[config.mk]
export PLATFORM = sky130hd
export DESIGN_NAME = iir_m_feeder
export DESIGN_NICKNAME = d
export VERILOG_FILES = /design/src/rtl/iir_m_pkg.sv /design/src/rtl/iir_m_sync_fifo.sv /design/src/rtl/iir_m_feeder.sv
export SDC_FILE = /design/constraint.sdc
export NUM_CORES = 1
export LEC_CHECK = 0
export CAP_MARGIN = 30
export CORE_ASPECT_RATIO = 1.75
export CORE_UTILIZATION = 48
export CTS_CLUSTER_DIAMETER = 200
export DETAILED_ROUTE_END_ITERATION = 6
export PLACE_DENSITY = 0.66
export SETUP_SLACK_MARGIN = 0.5
export SLEW_MARGIN = 20
export SYNTH_ARGS = -nofsm -noshare
export SYNTH_HDL_FRONTEND = slang
export SYNTH_SLANG_ARGS = --single-unit
[constraint.sdc]
create_clock -name clk -period 4.4 [get_ports clk]
set_input_delay 1.1 -clock clk [delete_from_list [all_inputs] [get_ports clk]]
set_output_delay 1.1 -clock clk [all_outputs]
set_load 0.02 [all_outputs]
[src/rtl/iir_m_pkg.sv]
// Shared definitions for the biquad sample feeder: sample width, controller states, filter turnaround.
package iir_m_pkg;
    localparam int SAMPLE_W       = 18;
    localparam int FILTER_LATENCY = 7;

    typedef enum logic [1:0] {
        ST_IDLE      = 2'd0,
        ST_ISSUE     = 2'd1,
        ST_WAIT_DONE = 2'd2
    } state_t;
endpackage

[src/rtl/iir_m_sync_fifo.sv]
// Synchronous sample FIFO with registered read data: a pop loads the head into o_rd_dat at the clock edge.
// Push is ignored while full and pop is ignored while empty; pointers wrap modulo DEPTH (power of two).
module iir_m_sync_fifo #(
    parameter int  DEPTH = 8,
    parameter int  W     = 18,
    localparam int AW    = $clog2(DEPTH),
    localparam int LW    = AW + 1
) (
    input  logic          clk,
    input  logic          rst,
    input  logic          i_push,
    input  logic [W-1:0]  i_wr_dat,
    input  logic          i_pop,
    output logic [W-1:0]  o_rd_dat,
    output logic          o_full,
    output logic          o_empty,
    output logic [LW-1:0] o_level
);
    logic [W-1:0]  r_mem [DEPTH];
    logic [AW-1:0] r_wr_ptr;
    logic [AW-1:0] r_rd_ptr;
    logic [LW-1:0] r_level;
    logic [W-1:0]  r_rd_dat;
    logic          w_push;
    logic          w_pop;

    assign o_full   = (r_level == LW'(DEPTH));
    assign o_empty  = (r_level == '0);
    assign o_level  = r_level;
    assign o_rd_dat = r_rd_dat;
    assign w_push   = i_push && !o_full;
    assign w_pop    = i_pop && !o_empty;

    always_ff @(posedge clk) begin
        if (!rst) begin
            r_wr_ptr <= '0;
            r_rd_ptr <= '0;
            r_level  <= '0;
            r_rd_dat <= '0;
        end else begin
            if (w_push) r_wr_ptr <= r_wr_ptr + 1'b1;
            if (w_pop) begin
                r_rd_ptr <= r_rd_ptr + 1'b1;
                r_rd_dat <= r_mem[r_rd_ptr];
            end
            case ({w_push, w_pop})
                2'b10:   r_level <= r_level + 1'b1;
                2'b01:   r_level <= r_level - 1'b1;
                default: r_level <= r_level;
            endcase
        end
    end

    // Storage needs no reset; occupancy is tracked by the pointers and level.
    always_ff @(posedge clk) begin
        if (w_push) r_mem[r_wr_ptr] <= i_wr_dat;
    end
endmodule

[src/rtl/iir_m_feeder.sv]
// Feeds queued samples to a biquad filter one at a time: pop -> one-cycle start pulse -> wait for completion.
// Optional watchdog on the filter completion enabled by macro IIR_M_FEEDER_TIMEOUT_EN.
module iir_m_feeder
    import iir_m_pkg::*;
#(
    parameter int DEPTH   = 8,
    parameter int TIMEOUT = 15
) (
    input  logic                       clk,
    input  logic                       rst,
    input  logic signed [SAMPLE_W-1:0] s_data,
    input  logic                       s_valid,
    output logic                       s_ready,
    output logic signed [SAMPLE_W-1:0] f_din,
    output logic                       f_din_valid,
    input  logic                       f_dout_valid,
    output logic [$clog2(DEPTH):0]     fifo_level,
    output logic                       busy,
    output logic                       timeout_err
);
    if (DEPTH < 2 || DEPTH > 64 || (DEPTH & (DEPTH - 1)) != 0 || TIMEOUT < FILTER_LATENCY) begin : g_bad_cfg
        $error("iir_m_feeder: unsupported DEPTH or TIMEOUT");
    end

    state_t              r_state;
    state_t              w_state_nxt;
    logic                w_push;
    logic                w_pop;
    logic                w_full;
    logic                w_empty;
    logic                w_timeout;
    logic [SAMPLE_W-1:0] w_rd_dat;

    assign s_ready     = rst && !w_full;
    assign w_push      = s_valid && s_ready;
    assign f_din       = w_rd_dat;
    assign f_din_valid = (r_state == ST_ISSUE);
    assign busy        = (r_state != ST_IDLE);

    // The FIFO read register doubles as the f_din holding register.
    iir_m_sync_fifo #(
        .DEPTH (DEPTH),
        .W     (SAMPLE_W)
    ) u_fifo (
        .clk      (clk),
        .rst      (rst),
        .i_push   (w_push),
        .i_wr_dat (s_data),
        .i_pop    (w_pop),
        .o_rd_dat (w_rd_dat),
        .o_full   (w_full),
        .o_empty  (w_empty),
        .o_level  (fifo_level)
    );

    always_ff @(posedge clk) begin
        if (!rst) r_state <= ST_IDLE;
        else      r_state <= w_state_nxt;
    end

    always_comb begin
        w_state_nxt = r_state;
        w_pop       = 1'b0;
        case (r_state)
            ST_IDLE: begin
                if (!w_empty) begin
                    w_pop       = 1'b1;
                    w_state_nxt = ST_ISSUE;
                end
            end
            ST_ISSUE: w_state_nxt = ST_WAIT_DONE;
            ST_WAIT_DONE: begin
                if (f_dout_valid) begin
                    if (!w_empty) begin
                        w_pop       = 1'b1;
                        w_state_nxt = ST_ISSUE;
                    end else begin
                        w_state_nxt = ST_IDLE;
                    end
                end else if (w_timeout) begin
                    w_state_nxt = ST_IDLE;
                end
            end
            default: w_state_nxt = ST_IDLE;
        endcase
    end

`ifdef IIR_M_FEEDER_TIMEOUT_EN
    localparam int CNT_W = $clog2(TIMEOUT + 1);

    logic [CNT_W-1:0] r_to_cnt;
    logic             r_timeout_err;

    // r_to_cnt holds the number of cycles elapsed since the ISSUE cycle.
    assign w_timeout   = (r_state == ST_WAIT_DONE) && (r_to_cnt == CNT_W'(TIMEOUT - 1));
    assign timeout_err = r_timeout_err;

    always_ff @(posedge clk) begin
        if (!rst) begin
            r_to_cnt      <= '0;
            r_timeout_err <= 1'b0;
        end else begin
            if (r_state == ST_ISSUE)          r_to_cnt <= CNT_W'(1);
            else if (r_state == ST_WAIT_DONE) r_to_cnt <= r_to_cnt + 1'b1;
            if (w_timeout && !f_dout_valid)   r_timeout_err <= 1'b1;
        end
    end
`else
    assign w_timeout   = 1'b0;
    assign timeout_err = 1'b0;
`endif
endmodule

Yosys cells after proc, flatten, opt, wreduce, memory -nomap -nowiden
Memory sizes are Yosys's and may differ from the RTL's. A register that Yosys moved wholly into a read port is not among the register bits.
Index checks and enable logic that the tools add are counted.
{"block": "word_totals", "word_cells": 38, "n_memories": 1, "ff_bits": 12, "mem_bits_rw": 144, "input_bits": 22}
{"block": "classes", "reduce_logical": 12, "n_addsub": 4, "n_mux": 10, "n_eq_ne": 7}
{"name": "u_fifo.r_mem", "depth": 8, "width": 18, "rd": 1, "rd_ports_with_merged_regs": 1, "wr": 1, "line": "iir_m_sync_fifo.sv:19", "rtl": "logic [W-1:0] r_mem [DEPTH];"}
{"cell": "$pmux W4 S2", "n": 1}
{"cell": "$add A3 B1 Y3 const B", "n": 2}
{"cell": "$pmux W2 S3", "n": 1}
{"cell": "$mux W1", "n": 5}
{"cell": "$add A4 B1 Y4 const B", "n": 1}
{"cell": "$eq A2 B1 Y1 const B", "n": 2}
{"cell": "$eq A2 B2 Y1 const B", "n": 2}
{"cell": "$eq A4 B4 Y1 const B", "n": 1}
{"cell": "$logic_and A1 B1 Y1", "n": 4}
{"cell": "$logic_not A4 Y1", "n": 1}
{"cell": "$mux W2", "n": 2}
{"cell": "$ne A2 B2 Y1 const B", "n": 2}
{"cell": "$reduce_bool A2 Y1", "n": 2}
{"cell": "$sub A4 B1 Y4 const B", "n": 1}
{"cell": "$logic_not A1 Y1", "n": 3}
{"cell": "$logic_not A2 Y1", "n": 1}
{"cell": "$pmux W1 S2", "n": 1}
{"cell": "$reduce_and A2 Y1", "n": 1}

Depth between registers and ports, before layout
{"block": "depth", "depth_word": 7, "depth_mapped": 10, "depth_no_buf": 8}

By module
A second synthesis with hierarchy kept.
{"block": "unflattened", "cells_unflattened": 353, "area_unflattened_um2": 6620.1}
{"module": "iir_m_sync_fifo", "cells_per_inst": 340, "area_each_um2": 6498.7, "n_inst": 1}
{"module": "iir_m_feeder", "cells_per_inst": 13, "area_each_um2": 121.4, "n_inst": 1}

Worst setup path before layout
No wires, ideal clock.
{"block": "synth_path", "path_type": "in2reg", "from": "in rst", "to": "mem u_fifo.r_mem[1][0] (enable)", "t_required_ns": 3.984, "path_stages": 4, "setup_slack_ns": 0.804, "arrival_ns": 3.181, "setup_ns": 0.416, "path_cell_list": "clkbuf_1 > nor2b_1 > nand3_1 > nor3_1"}
{"block": "synth_via", "elab_chain_len": 5}
{"item": "from (decl)", "line": "iir_m_feeder.sv:10", "rtl": "input logic rst,"}
{"item": "$logic_and A1 B1 Y1", "line": "iir_m_feeder.sv:34", "rtl": "assign s_ready = rst && !w_full;"}
{"item": "via s_ready", "line": "iir_m_feeder.sv:13", "rtl": "output logic s_ready,"}
{"item": "$logic_and A1 B1 Y1", "line": "iir_m_feeder.sv:35", "rtl": "assign w_push = s_valid && s_ready;"}
{"item": "$logic_and A1 B1 Y1", "line": "iir_m_sync_fifo.sv:31", "rtl": "assign w_push = i_push && !o_full;"}
{"item": "$mux W1", "line": "iir_m_sync_fifo.sv:56", "rtl": "if (w_push) r_mem[r_wr_ptr] <= i_wr_dat;"}
{"item": "$mux W1 (implied by the code)", "line": "iir_m_sync_fifo.sv:56"}
{"item": "to (decl)", "line": "iir_m_sync_fifo.sv:19"}
The timed path passes the listed nets, and every way through them passes these cells.

Final worst setup path
{"block": "layout_path", "from": "in rst", "to": "out s_ready"}
{"block": "layout_via", "elab_chain_len": 1}
{"item": "$logic_and A1 B1 Y1", "line": "iir_m_feeder.sv:34"}
{"item": "to (decl)", "line": "iir_m_feeder.sv:13"}
Every way passes these cells.

==> run summary <==
Setup path
* primary output — category of the worst setup path capture point
* 2 — largest driver fanout on the critical path
* input pin — critical path launch point type
* 3300 ps — worst endpoint required time
* in -> out — critical path class
* u_fifo.o_level[0] — launching point of the worst reg2reg path
* clkdlybuf4s50_1 -> nor2b_1 -> clkdlybuf4s50_1 — worst path cell trace
* rst — launch point of the worst path
* 630 ps — Critical Path Max Stage Delay
* sky130_fd_sc_hd__clkdlybuf4s50_1 — cell with the biggest individual delay on the critical path
* 2 — number of buffers and inverters on the critical path
* 2390 ps — CP Data Arrival Time
* sky130_fd_sc_hd__clkdlybuf4s50_1 — CP most frequent cell
* buffers and inverters — delay-heaviest family, CP

STA
* no — unrepaired setup endpoints after global routing
* 0 ps — post-route setup TNS
* 0 — Setup Viol. Count Final
* 0.794 — final worst-path cycle share
* 0 — Pins Over Slew Limit
* 848 ps — transition time at the pin with the least slew margin
* 7.73 ps — setup skew after layout
* 0 — Final Hold Fails
* 0.286 GHz — maximum operating frequency
* 0.435 — Slew headroom
* 3490 ps — final period demand of the worst path

Clocking
* 4 — H-tree Lvls
* 0 — total setup buffers inserted after CTS
* 0 — cells resized by post-CTS repair
* 70 ps — Reg clk slew, reported paths
* sky130_fd_sc_hd__clkbuf_16 — Clock Tree Root
* 17 — Inserted Clock Buffers
* built — TritonCTS clock tree
* 420 ps — clock latency at the later pin of the worst-skew pair
* 2 — Clock Path Buffers
* 174 — TritonCTS Sinks
* 0 — number of buffers inserted by hold repair at cts

GRT
* 19200 um — wire length of the first global-routing pass
* 3472 — via count of the first global-routing pass
* 0 — global route overflow
* 0 — number of antenna violations at the first check in global routing
* 39 — maximum number of pins on one net before global-route repair
* 0.186 — combined global-route utilization of all metal layers

Floorplan
* 14500 um2 — die area
* 48 — IO Pins
* 91.5 um — die width
* 13500 um2 — core outline area
* 0.498 — initial cell density of the core
* 159 um — floorplan die height
* 56 — FP Rows

Synthesis
* sky130_fd_sc_hd__edfxtp_1 — top_reg_cell synth
* 0 — yosys synthesis warning count
* multiplexers — combinational family with the most area after synthesis
* sky130_fd_sc_hd__edfxtp_1 — top cell type by total area after synthesis
* sky130_fd_sc_hd__edfxtp_1 — cell with the most instances after synthesis
* 20.2 um2 — post-synthesis area per instance
* 0.0587 — fraction of the mapped netlist area in compound gates
* sky130_fd_sc_hd__edfxtp_1, sky130_fd_sc_hd__dfxtp_1, sky130_fd_sc_hd__mux4_1 — top cells by area in the synthesized netlist
* 0 — Post-synth ARST share
* 0.731 — part of the Yosys area used for sequential elements
* 361 — total nets after synthesis
* 144 — count of flip-flops with a built-in enable after synthesis
* 0.0123 — adder-cell share of the synthesized area
* 0.0338 — area share of and/or/nand/nor cells after synthesis
* 0.642 — share of the synthesized area in the top cell type
* 39 — number of distinct library cells after synthesis
* sky130_fd_sc_hd__edfxtp_1, sky130_fd_sc_hd__dfxtp_1, sky130_fd_sc_hd__mux4_1 — commonest cells in the netlist
* 174 — post-synthesis register bit count
* 333 — Post-Synthesis Cells
* 0.00520 — share of the synthesized netlist area taken by xor and xnor gates
* 0.136 — post-synthesis mux area share
* 6730 um2 — area of the mapped netlist

Final layout
* 0.183 — fraction of layout instances using a drive strength above 1
* 18.7% — Syn-to-layout area delta
* 0 — antenna diode instance count
* 7990 um2 — finished layout cell area
* 420 — layout net count

Worst hold path
* reg -> reg — type of the worst min-delay path
* u_fifo.r_wr_ptr[0] — worst hold path startpoint

Route
* 0 — antenna viol nets, final
* 12400 um — Routed Wire Length
* 5.64 — number of vias per cell after detailed routing
* 4 — Pre-antenna DRT Iters
* 0 — number of DRC violations after detailed routing
* 21.4 um — per-cell routed wire length
* 3267 — total via count after detailed routing
* 137 — iteration-0 DRC count of the detailed router

Pwr
* 0.286 — net switching share of the total power
* 1.34 mW — Net Switching
* 587 nW/um2 — Pwr Density
* 0.430 — sequential power share
* 3.35 mW — internal power consumption
* 0.248 — portion of total power attributed to combinational logic
* 2.64 nW — static power due to leakage
* 0.390 mV — Peak VDD IR
* 0.322 — proportion of power drawn by the clock network

Placement
* 7390 um2 — total cell area at the placement stage
* 46 — total of buffers placed on input and output ports
* 0.695 — final RePlAce weighted congestion
* 6990 um — Detail Placement HPWL

Outcome
* finished clean — run status

Run
* 0 — max-cap violation count

-- layer usage --
layer / track usage / part of all wire
met2: 0.340 / 0.56
met5: 0 / 0
met3: 0.0430 / 0.030
met1: 0.211 / 0.40
met4: 0.0680 / 0.014
-- registers in the layout, summed over array words and instances, names as in the netlist --
name / cells
u_fifo.o_level: 4
u_fifo.r_mem: 144
u_fifo.r_rd_ptr: 3
u_fifo.r_wr_ptr: 3
r_state: 2
u_fifo.o_rd_dat: 18
-- final cells by class --
cell class	instances	area (um2)
clock buffers	18	429
clock inverters	14	173
fillers	1022	5530
inverters	5	18.8
multi-input cells	136	1680
flip-flops and latches	174	4930
well taps	174	218
repair buffers	58	551
-- metrics by stage --
step	total power, mW	worst slack [ps]	instances	hold WS, ps	util
after CTS	4.74	888	579	509	0.591
after global placement	3.21	891	547	497	0.546
final	4.69	907	579	503	0.591
after global routing	4.89	863	579	531	0.591
after floorplan	2.88	804	333	470	-
after detailed placement	3.24	817	547	502	0.546
-- kinds of logic after synthesis --
group	count (synthesis)
AOI/OAI and AO/OA	45
muxes	39
adders and majority gates	6
DFF	174
other	1
xor gates and xnor gates	4
buffers and inverters	23
and+or+nand+nor	41
-- layout by cell type, fill, tap and decap left out, drive strengths merged, types with 4 or more instances in the layout --
cell type      synthesis  routed
nand2b                 4       4
o221a                 18      18
o21a                  19      19
nor2                   9       9
and2                   6       6
buf                   12      12
ha                     5       5
mux4                  36      36
dfxtp                 30      30
nand2                  7       7
clkdlybuf4s50          0      46
inv                    5      12
clkbuf                 6      18
edfxtp               144     144
-- power groups by stage --
stage | registers [mW] | clock network (mW) | logic [mW]
CTS | 2.02 | 1.54 | 1.19
global placement | 2.05 | 0 | 1.16
detailed placement | 2.05 | 0 | 1.18
finish | 2.02 | 1.51 | 1.17
global route | 2.03 | 1.60 | 1.26
floorplan | 2.08 | 0 | 0.804
-- worst paths after layout --
path	to	slack, ps	cells after the start
hold reg to reg	u_fifo.r_wr_ptr[0]	500	2
hold / removal	u_fifo.r_wr_ptr[0]	500	2
setup / recovery	s_ready	910	3
setup reg to reg	u_fifo.o_level[3]	1910	8
-- worst register-to-register path, stage by stage (launching register included) --
cell,delay (ps)
sky130_fd_sc_hd__dfxtp_1,370
sky130_fd_sc_hd__nor4b_1,520
sky130_fd_sc_hd__nand3b_1,250
sky130_fd_sc_hd__ha_1,250
sky130_fd_sc_hd__ha_1,260
sky130_fd_sc_hd__a21o_1,180
sky130_fd_sc_hd__a21oi_1,170
sky130_fd_sc_hd__mux2i_1,230
sky130_fd_sc_hd__mux2i_1,200
Power figures use the tool's default switching activity.
